**config.mk**
```make
export PLATFORM = sky130hd
export DESIGN_NAME = interval_timer_flat
export DESIGN_NICKNAME = d
export VERILOG_FILES = /design/src/rtl/interval_timer_if.sv /design/src/rtl/interval_timer.sv /design/src/flat_wrapper.sv
export SDC_FILE = /design/constraint.sdc
export NUM_CORES = 1
export LEC_CHECK = 0
export CORE_MARGIN = 2
export CORE_UTILIZATION = 63
export CTS_CLUSTER_SIZE = 16
export DETAILED_ROUTE_END_ITERATION = 16
export PLACE_DENSITY = 0.85
export SLEW_MARGIN = 25
export SYNTH_ARGS = -nofsm -noshare
export SYNTH_HDL_FRONTEND = slang
export SYNTH_SLANG_ARGS = --single-unit
```
**constraint.sdc**
```tcl
create_clock -name clk -period 7.05 [get_ports clk]
set_input_delay 1.0575 -clock clk [delete_from_list [all_inputs] [get_ports clk]]
set_output_delay 1.0575 -clock clk [all_outputs]
set_load 0.1 [all_outputs]
```
**src/rtl/interval_timer_if.sv**
```systemverilog
// ---------------------------------------------------------------------------
// interval_timer_if : request/response bundle between FSM and interval_timer
// Rev 1.0
// ---------------------------------------------------------------------------
`default_nettype none

interface interval_timer_if;
   logic       start_timer;
   logic [1:0] requesting_interval;
   logic       reprogram;
   logic [1:0] time_param_select;
   logic [3:0] time_value;
   logic       expired;
   logic       busy;
   logic       second_tick;

   modport master (
      output start_timer, requesting_interval, reprogram, time_param_select, time_value,
      input  expired, busy, second_tick
   );

   modport slave (
      input  start_timer, requesting_interval, reprogram, time_param_select, time_value,
      output expired, busy, second_tick
   );
endinterface

`default_nettype wire

```
**src/rtl/interval_timer.sv**
```systemverilog
// ---------------------------------------------------------------------------
// interval_timer : programmable seconds countdown with one-cycle expiry pulse
// Rev 1.0
// ---------------------------------------------------------------------------
`default_nettype none

module interval_timer #(
   parameter int unsigned CLK_DIV = 50_000_000,
   parameter logic [3:0]  T_BASE  = 4'd6,
   parameter logic [3:0]  T_EXT   = 4'd3,
   parameter logic [3:0]  T_YEL   = 4'd2
) (
   input  wire logic        clk,
   input  wire logic        reset,
   interval_timer_if.slave  bus
);

   localparam int unsigned     c_PW      = (CLK_DIV > 1) ? $clog2(CLK_DIV) : 1;
   localparam logic [c_PW-1:0] c_PRE_MAX = c_PW'(CLK_DIV - 1);

   typedef enum logic [1:0] {
      S_IDLE  = 2'd0,
      S_COUNT = 2'd1,
      S_DONE  = 2'd2
   } state_t;

   state_t          r_state;
   state_t          w_state_nxt;
   logic [c_PW-1:0] r_pre;
   logic [3:0]      r_sec;
   logic [3:0]      r_t_base;
   logic [3:0]      r_t_ext;
   logic [3:0]      r_t_yel;
   logic            r_expired;
   logic            r_busy;
   logic            r_tick;

   logic            w_start;
   logic            w_reprog;
   logic            w_wrap;
   logic            w_last;
   logic [3:0]      w_sel_val;
   logic [3:0]      w_load_val;
   logic            w_expired_nxt;
   logic            w_busy_nxt;
   logic            w_tick_nxt;

   // Reprogram has priority: a coincident start is dropped.
   always_comb begin
      w_reprog = bus.reprogram;
      w_start  = bus.start_timer & ~bus.reprogram;
      w_wrap   = (r_pre == c_PRE_MAX);
      w_last   = w_wrap && (r_sec <= 4'd1);
      case (bus.requesting_interval)
         2'b01:   w_sel_val = r_t_ext;
         2'b10:   w_sel_val = r_t_yel;
         default: w_sel_val = r_t_base;
      endcase
      w_load_val = (w_sel_val == 4'd0) ? 4'd1 : w_sel_val;
   end

   always_comb begin
      w_state_nxt = r_state;
      case (r_state)
         S_IDLE:  if (w_start) w_state_nxt = S_COUNT;
         S_COUNT: if (!w_start && w_last) w_state_nxt = S_DONE;
         S_DONE:  w_state_nxt = w_start ? S_COUNT : S_IDLE;
         default: w_state_nxt = S_IDLE;
      endcase
      if (w_reprog) w_state_nxt = S_IDLE;

      w_expired_nxt = (w_state_nxt == S_DONE);
      w_busy_nxt    = (w_state_nxt == S_COUNT);
      w_tick_nxt    = (r_state == S_COUNT) && w_wrap && !w_start && !w_reprog;
   end

   always_ff @(posedge clk or negedge reset) begin
      if (!reset) begin
         r_state   <= S_IDLE;
         r_expired <= 1'b0;
         r_busy    <= 1'b0;
         r_tick    <= 1'b0;
      end else begin
         r_state   <= w_state_nxt;
         r_expired <= w_expired_nxt;
         r_busy    <= w_busy_nxt;
         r_tick    <= w_tick_nxt;
      end
   end

   always_ff @(posedge clk or negedge reset) begin
      if (!reset) begin
         r_pre    <= '0;
         r_sec    <= 4'd0;
         r_t_base <= T_BASE;
         r_t_ext  <= T_EXT;
         r_t_yel  <= T_YEL;
      end else if (w_reprog) begin
         case (bus.time_param_select)
            2'b00:   r_t_base <= bus.time_value;
            2'b01:   r_t_ext  <= bus.time_value;
            2'b10:   r_t_yel  <= bus.time_value;
            default: ;
         endcase
         r_pre <= '0;
         r_sec <= 4'd0;
      end else if (w_start) begin
         r_pre <= '0;
         r_sec <= w_load_val;
      end else if (r_state == S_COUNT) begin
         r_pre <= w_wrap ? '0 : r_pre + c_PW'(1);
         // Seconds hold at 1 on the final wrap; the FSM leaves COUNT there.
         if (w_wrap && (r_sec > 4'd1)) r_sec <= r_sec - 4'd1;
      end
   end

   assign bus.expired     = r_expired;
   assign bus.busy        = r_busy;
   assign bus.second_tick = r_tick;

endmodule

`default_nettype wire

```
**src/flat_wrapper.sv**
```systemverilog
// flat-port wrapper written by rule: the top's interface ports become plain ports
module interval_timer_flat 
#(
   parameter int unsigned CLK_DIV = 50_000_000,
   parameter logic [3:0]  T_BASE  = 4'd6,
   parameter logic [3:0]  T_EXT   = 4'd3,
   parameter logic [3:0]  T_YEL   = 4'd2
)
  (clk, reset, bus_start_timer, bus_requesting_interval, bus_reprogram, bus_time_param_select, bus_time_value, bus_expired, bus_busy, bus_second_tick);
  interval_timer_if bus_i ();
  input  wire logic clk;
  input  wire logic reset;
  input wire logic [$bits(bus_i.start_timer)-1:0] bus_start_timer;
  input wire logic [$bits(bus_i.requesting_interval)-1:0] bus_requesting_interval;
  input wire logic [$bits(bus_i.reprogram)-1:0] bus_reprogram;
  input wire logic [$bits(bus_i.time_param_select)-1:0] bus_time_param_select;
  input wire logic [$bits(bus_i.time_value)-1:0] bus_time_value;
  output wire logic [$bits(bus_i.expired)-1:0] bus_expired;
  output wire logic [$bits(bus_i.busy)-1:0] bus_busy;
  output wire logic [$bits(bus_i.second_tick)-1:0] bus_second_tick;
  assign bus_i.start_timer = bus_start_timer;
  assign bus_i.requesting_interval = bus_requesting_interval;
  assign bus_i.reprogram = bus_reprogram;
  assign bus_i.time_param_select = bus_time_param_select;
  assign bus_i.time_value = bus_time_value;
  assign bus_expired = bus_i.expired;
  assign bus_busy = bus_i.busy;
  assign bus_second_tick = bus_i.second_tick;
  interval_timer #(.CLK_DIV(CLK_DIV), .T_BASE(T_BASE), .T_EXT(T_EXT), .T_YEL(T_YEL)) u_core (.clk(clk), .reset(reset), .bus(bus_i));
endmodule
```
### Word level (Yosys, flattened, before mapping)

Cells that the tools add are included.

| operators by class | value |
|---|---|
| muxes and demuxes | 15 |
| add/sub/neg operators | 2 |
| bitwise logic cells | 2 |
| order comparisons | 2 |
| eq/ne operators | 9 |
| reduce and logical (&&, ||, !) cells | 17 |

Operators with widths:

| operator | number |
|---|---|
| $mux 26 | 4 |
| $add 26x1->26 const B | 1 |
| $eq 26x26->1 const B | 1 |
| $mux 4 | 5 |
| $eq 2x1->1 const B | 4 |
| $eq 2x2->1 const B | 4 |
| $pmux 4 s2 | 1 |
| $reduce_and 2->1 | 4 |
| $logic_and 1x1->1 | 6 |
| $mux 2 | 3 |
| $pmux 2 s3 | 1 |
| $reduce_bool 3->1 | 2 |
| $gt 4x1->1 const B | 1 |
| $le 4x1->1 const B | 1 |
| $logic_not 2->1 | 2 |
| $logic_not 4->1 | 1 |
| $sub 4x1->4 const B | 1 |
| $logic_not 1->1 | 2 |
| $and 1x1->1 | 1 |
| $mux 1 | 1 |
| $not 1->1 | 1 |

| storage, ports and cells | value |
|---|---|
| bits of input ports | 12 |
| output and inout bits | 3 |
| flip-flop bits (word level) | 47 |
| logic and storage cells | 56 |

### Depth between registers and ports, before layout

| logic depth | value |
|---|---|
| depth in word-level cells | 8 |
| mapped depth | 8 |
| depth with buffers taken out | 7 |

### Worst setup path before layout

Ideal clock, no wire load.

| timing path | value |
|---|---|
| path type | input-to-reg |
| start | in bus_reprogram |
| end | reg u_core.r_pre[16] |
| stages | 6 |
| data required time | 6.918 ns |
| buffers on the path | 1 |
| setup slack | 4.496 ns |
| library setup time | 0.132 ns |
| data arrival time | 2.422 ns |
| path through | clkbuf_1 > nor2_1 > a2111oi_1 > nand4_1 > xnor2_1 > nor2_1 |

| on the way | value |
|---|---|
| word-level cells in the longest chain between the ends | 4 |
| elaborated cells on any way between the ends | 5 |
| those cells by class | mux: 2; bitwise: 2; reduce/logical: 1 |

RTL lines:

| item | line | RTL |
|---|---|---|
| start, declared | flat_wrapper.sv:15 | `input wire logic [$bits(bus_i.reprogram)-1:0] bus_reprogram;` |
| $not 1->1 | interval_timer.sv:51 | `w_start = bus.start_timer & ~bus.reprogram;` |
| $and 1x1->1 | interval_timer.sv:51 |  |
| $mux 26 | interval_timer.sv:107 | `end else if (w_start) begin` |
| $mux 26 | interval_timer.sv:98 | `end else if (w_reprog) begin` |
| end signal, assigned | interval_timer.sv:111 | `r_pre <= w_wrap ? '0 : r_pre + c_PW'(1);` |
| end, declared | interval_timer.sv:29 | `logic [c_PW-1:0] r_pre;` |

Several ways; a longest one is shown, not always the timed one.
A chain may end at the register's enable or synchronous reset.

### Worst setup path after layout

| timing path | value |
|---|---|
| start | in bus_reprogram |
| end | reg u_core.r_pre[25] |

The elaborated chain is that of the path after synthesis.

==> reports/results.ini <==
[run_status]
status=finished clean

[clock_network]
cts_tree=built
clock_latency_ns=0.30
cts-buffers-inserted=5
ctsResizeCount=0
root_buffer=clkbuf_8
post_cts.repair.setup_buffers=0
clk_pin_slew_ns=0.08
h-tree-depth=2
hold_buffers=0
clockBufferDepth=2
cts_sinks=47

[floorplan]
die-area_um2=4520
io_pins=15
die_y_um=67.23
core_um2=3744
row_count=22
die_w_um=67.23
initial_core_util_pct=67.28

[sta]
rsz0062_at_grt=false
setup-tns-final_ns=0
fin_skew_ns=0.007437
post-route-worst-setup-slack_ns=3.977
tightest_slew_ns=0.9607
relSlewSlack_pct=35.76
max_freq_mhz=325.4
setup_violations=0
fin_crit_ns=3.073
finalCritPeriodShare_pct=43.59
slew_viol_final=0
final_hold_viol_count=0

[worst_setup_path]
startpoint_type=input port
path_cells=clkdlybuf4s50_1, nor2_1, a21oi_1, nand4_1, or3_1, a21oi_1
required_ns=7.26
crit_path_max_fanout=12
worst-path-buf-inv=1
slowest_delay_ns=0.65
crit_family=simple AND/OR/NAND/NOR gates
worstPathArrival_ns=3.29
criticalPathCategory=input port to flip-flop
path_common_cell=a21oi_1
end_kind=flip-flop
slowest_stage=clkdlybuf4s50_1

[yosys]
synth_top_family_by_area=simple AND/OR/NAND/NOR gates
syn_area_um2=2519
synth-simple-area-share_pct=25.38
yosys_warnings=0
synth_ff_type=dfrtp_1
synth-adder-area-share_pct=2.484
synthArstFlopShare_pct=100.0
synth_nets=277
avgSynthCellArea_um2=9.687
synth_seq_area_share_pct=46.94
muxShareOfSynthArea_pct=5.365
netlist_instances=260
synth_xor_area_share_pct=4.173
synth-compound-area-share_pct=12.77
synthDistinctLibCells=48
synth_seq_cells=47
synth-edff-count=0

[routing]
ant_nets=0
drt_iter0_drc=233
num_vias=2017
avgRoutedWirePerCell_um=16.06
viasPerCell=6.264
route.detailed.drc=0
wl_um=5170
firstDrtPassIters=4

[power_and_ir_drop]
leakage_uw=0.001114
ir_drop_mv=0.1824
powerDensity_nw_per_um2=203.6
p_total_uw=570.1

[global_routing]
grt_max_degree=48
antenna_found_initial=0
grt_pass1_wl_um=8880
track_usage_pct=26.32
gr-total-overflow=0
first_global_vias=1935

[place]
place.gp.congestion=0.8428
dp_hpwl_um=3625
io_buffers=14
pre_cts_ws_ns=3.598

[min_path]
hold_class=flip-flop to flip-flop

[final_layout]
diodes=0
area_delta_synth_final_pct=11.18
layout-drive-gt1-share_pct=12.41
nets=290

[job]
max-cap-violations=0

-- final cells by class --
type                       instances  area [um^2]
inverter                           9        33.78
multi-input combinational        196         1269
timing repair buffer              14        137.6
clock inverter                     2        35.03
fill                             267        943.4
sequential                        47         1182
tap                               48        60.06
clock buffer                       6        82.58
-- placed cells by master (no fill, tap or decap), types with 3 or more instances in the layout --
cell             instances
xor2_1                   7
nand4_1                 13
nor3_1                   5
or3_1                    7
ha_1                     5
nor4_1                   3
clkbuf_8                 6
nor2_1                  21
dfrtp_1                 42
xnor2_1                  5
mux2_2                  12
a22oi_1                  4
and3_1                   5
a21oi_1                 10
clkdlybuf4s50_1         13
o21a_1                   3
o22ai_1                  3
a31oi_1                  6
o21ai_0                 12
inv_1                    8
dfstp_2                  5
nand2_1                 24
nand3_1                 20
-- power breakdown --
part	internal, uW	switching, uW	total, uW
clock	115	89.3	204
sequential	290	10.2	300
combinational	27.8	38.5	66.3
total	432	138	570
-- final timing paths --
path | startpoint | to | slack, ns | depth (start not counted)
setup reg to reg | u_core.r_pre[10] | u_core.r_sec[3] | 4.39 | 5
hold / removal | u_core.r_t_ext[3] | u_core.r_t_ext[3] | 0.52 | 1
min in group asynchronous | reset | u_core.r_sec[3] | 0.74 | 1
hold reg to reg | u_core.r_t_ext[3] | u_core.r_t_ext[3] | 0.52 | 1
max in group asynchronous | reset | u_core.r_pre[19] | 5.91 | 1
setup / recovery | bus_reprogram | u_core.r_pre[25] | 3.98 | 6
-- flip-flops by register name (all words and copies together) (netlist names) --
signal,cells
u_core.bus.expired,1
u_core.r_sec,4
u_core.r_t_yel,4
u_core.r_state,2
u_core.bus.busy,1
u_core.r_pre,26
u_core.r_t_ext,4
u_core.r_t_base,4
u_core.bus.second_tick,1
-- synth_stat cells (all sizes together), types with 4 or more instances --
cell type / instances / share of area (%)
nand3: 21 / 4.4
xnor2: 5 / 1.7
ha: 5 / 2.5
o21ai: 12 / 2.4
a22oi: 4 / 1.2
a31oi: 6 / 1.5
dfstp: 5 / 5.2
mux2: 12 / 5.4
clkbuf: 6 / 0.89
or3: 7 / 1.7
a21oi: 10 / 2.0
nand2: 24 / 3.6
nor3: 6 / 1.4
xor2: 7 / 2.4
nor4: 4 / 1.6
nand4: 13 / 3.2
nor2: 21 / 3.1
dfrtp: 42 / 42
and3: 5 / 1.2
inv: 8 / 1.2
-- layer usage --
metal / GRT usage [%] / routed length [um]
met2: 41.83 / 2473
met1: 37.02 / 2408
met5: 0 / 0
met3: 4.000 / 233
met4: 8.929 / 55
-- stage by stage --
stage / instances / instance area, um^2 / hold WS [ns] / util (%)
floorplan: 260 / 2519 / 0.4720 / -
global placement: 314 / 2675 / 0.4895 / 71.46
detailed placement: 314 / 2675 / 0.4954 / 71.46
CTS: 322 / 2793 / 0.5173 / 74.60
global route: 322 / 2800 / 0.5307 / 74.80
finish: 322 / 2800 / 0.5211 / 74.80
-- cells by family (layout without fill, tap and decap cells) --
kind of cell,Yosys count,after routing
xor+xnor,12,12
simple gates,117,117
buf+inv,17,31
flops,47,47
mux,12,12
fa+ha+maj,5,5
compound gates,50,50
(Power assumes the default switching activity.)
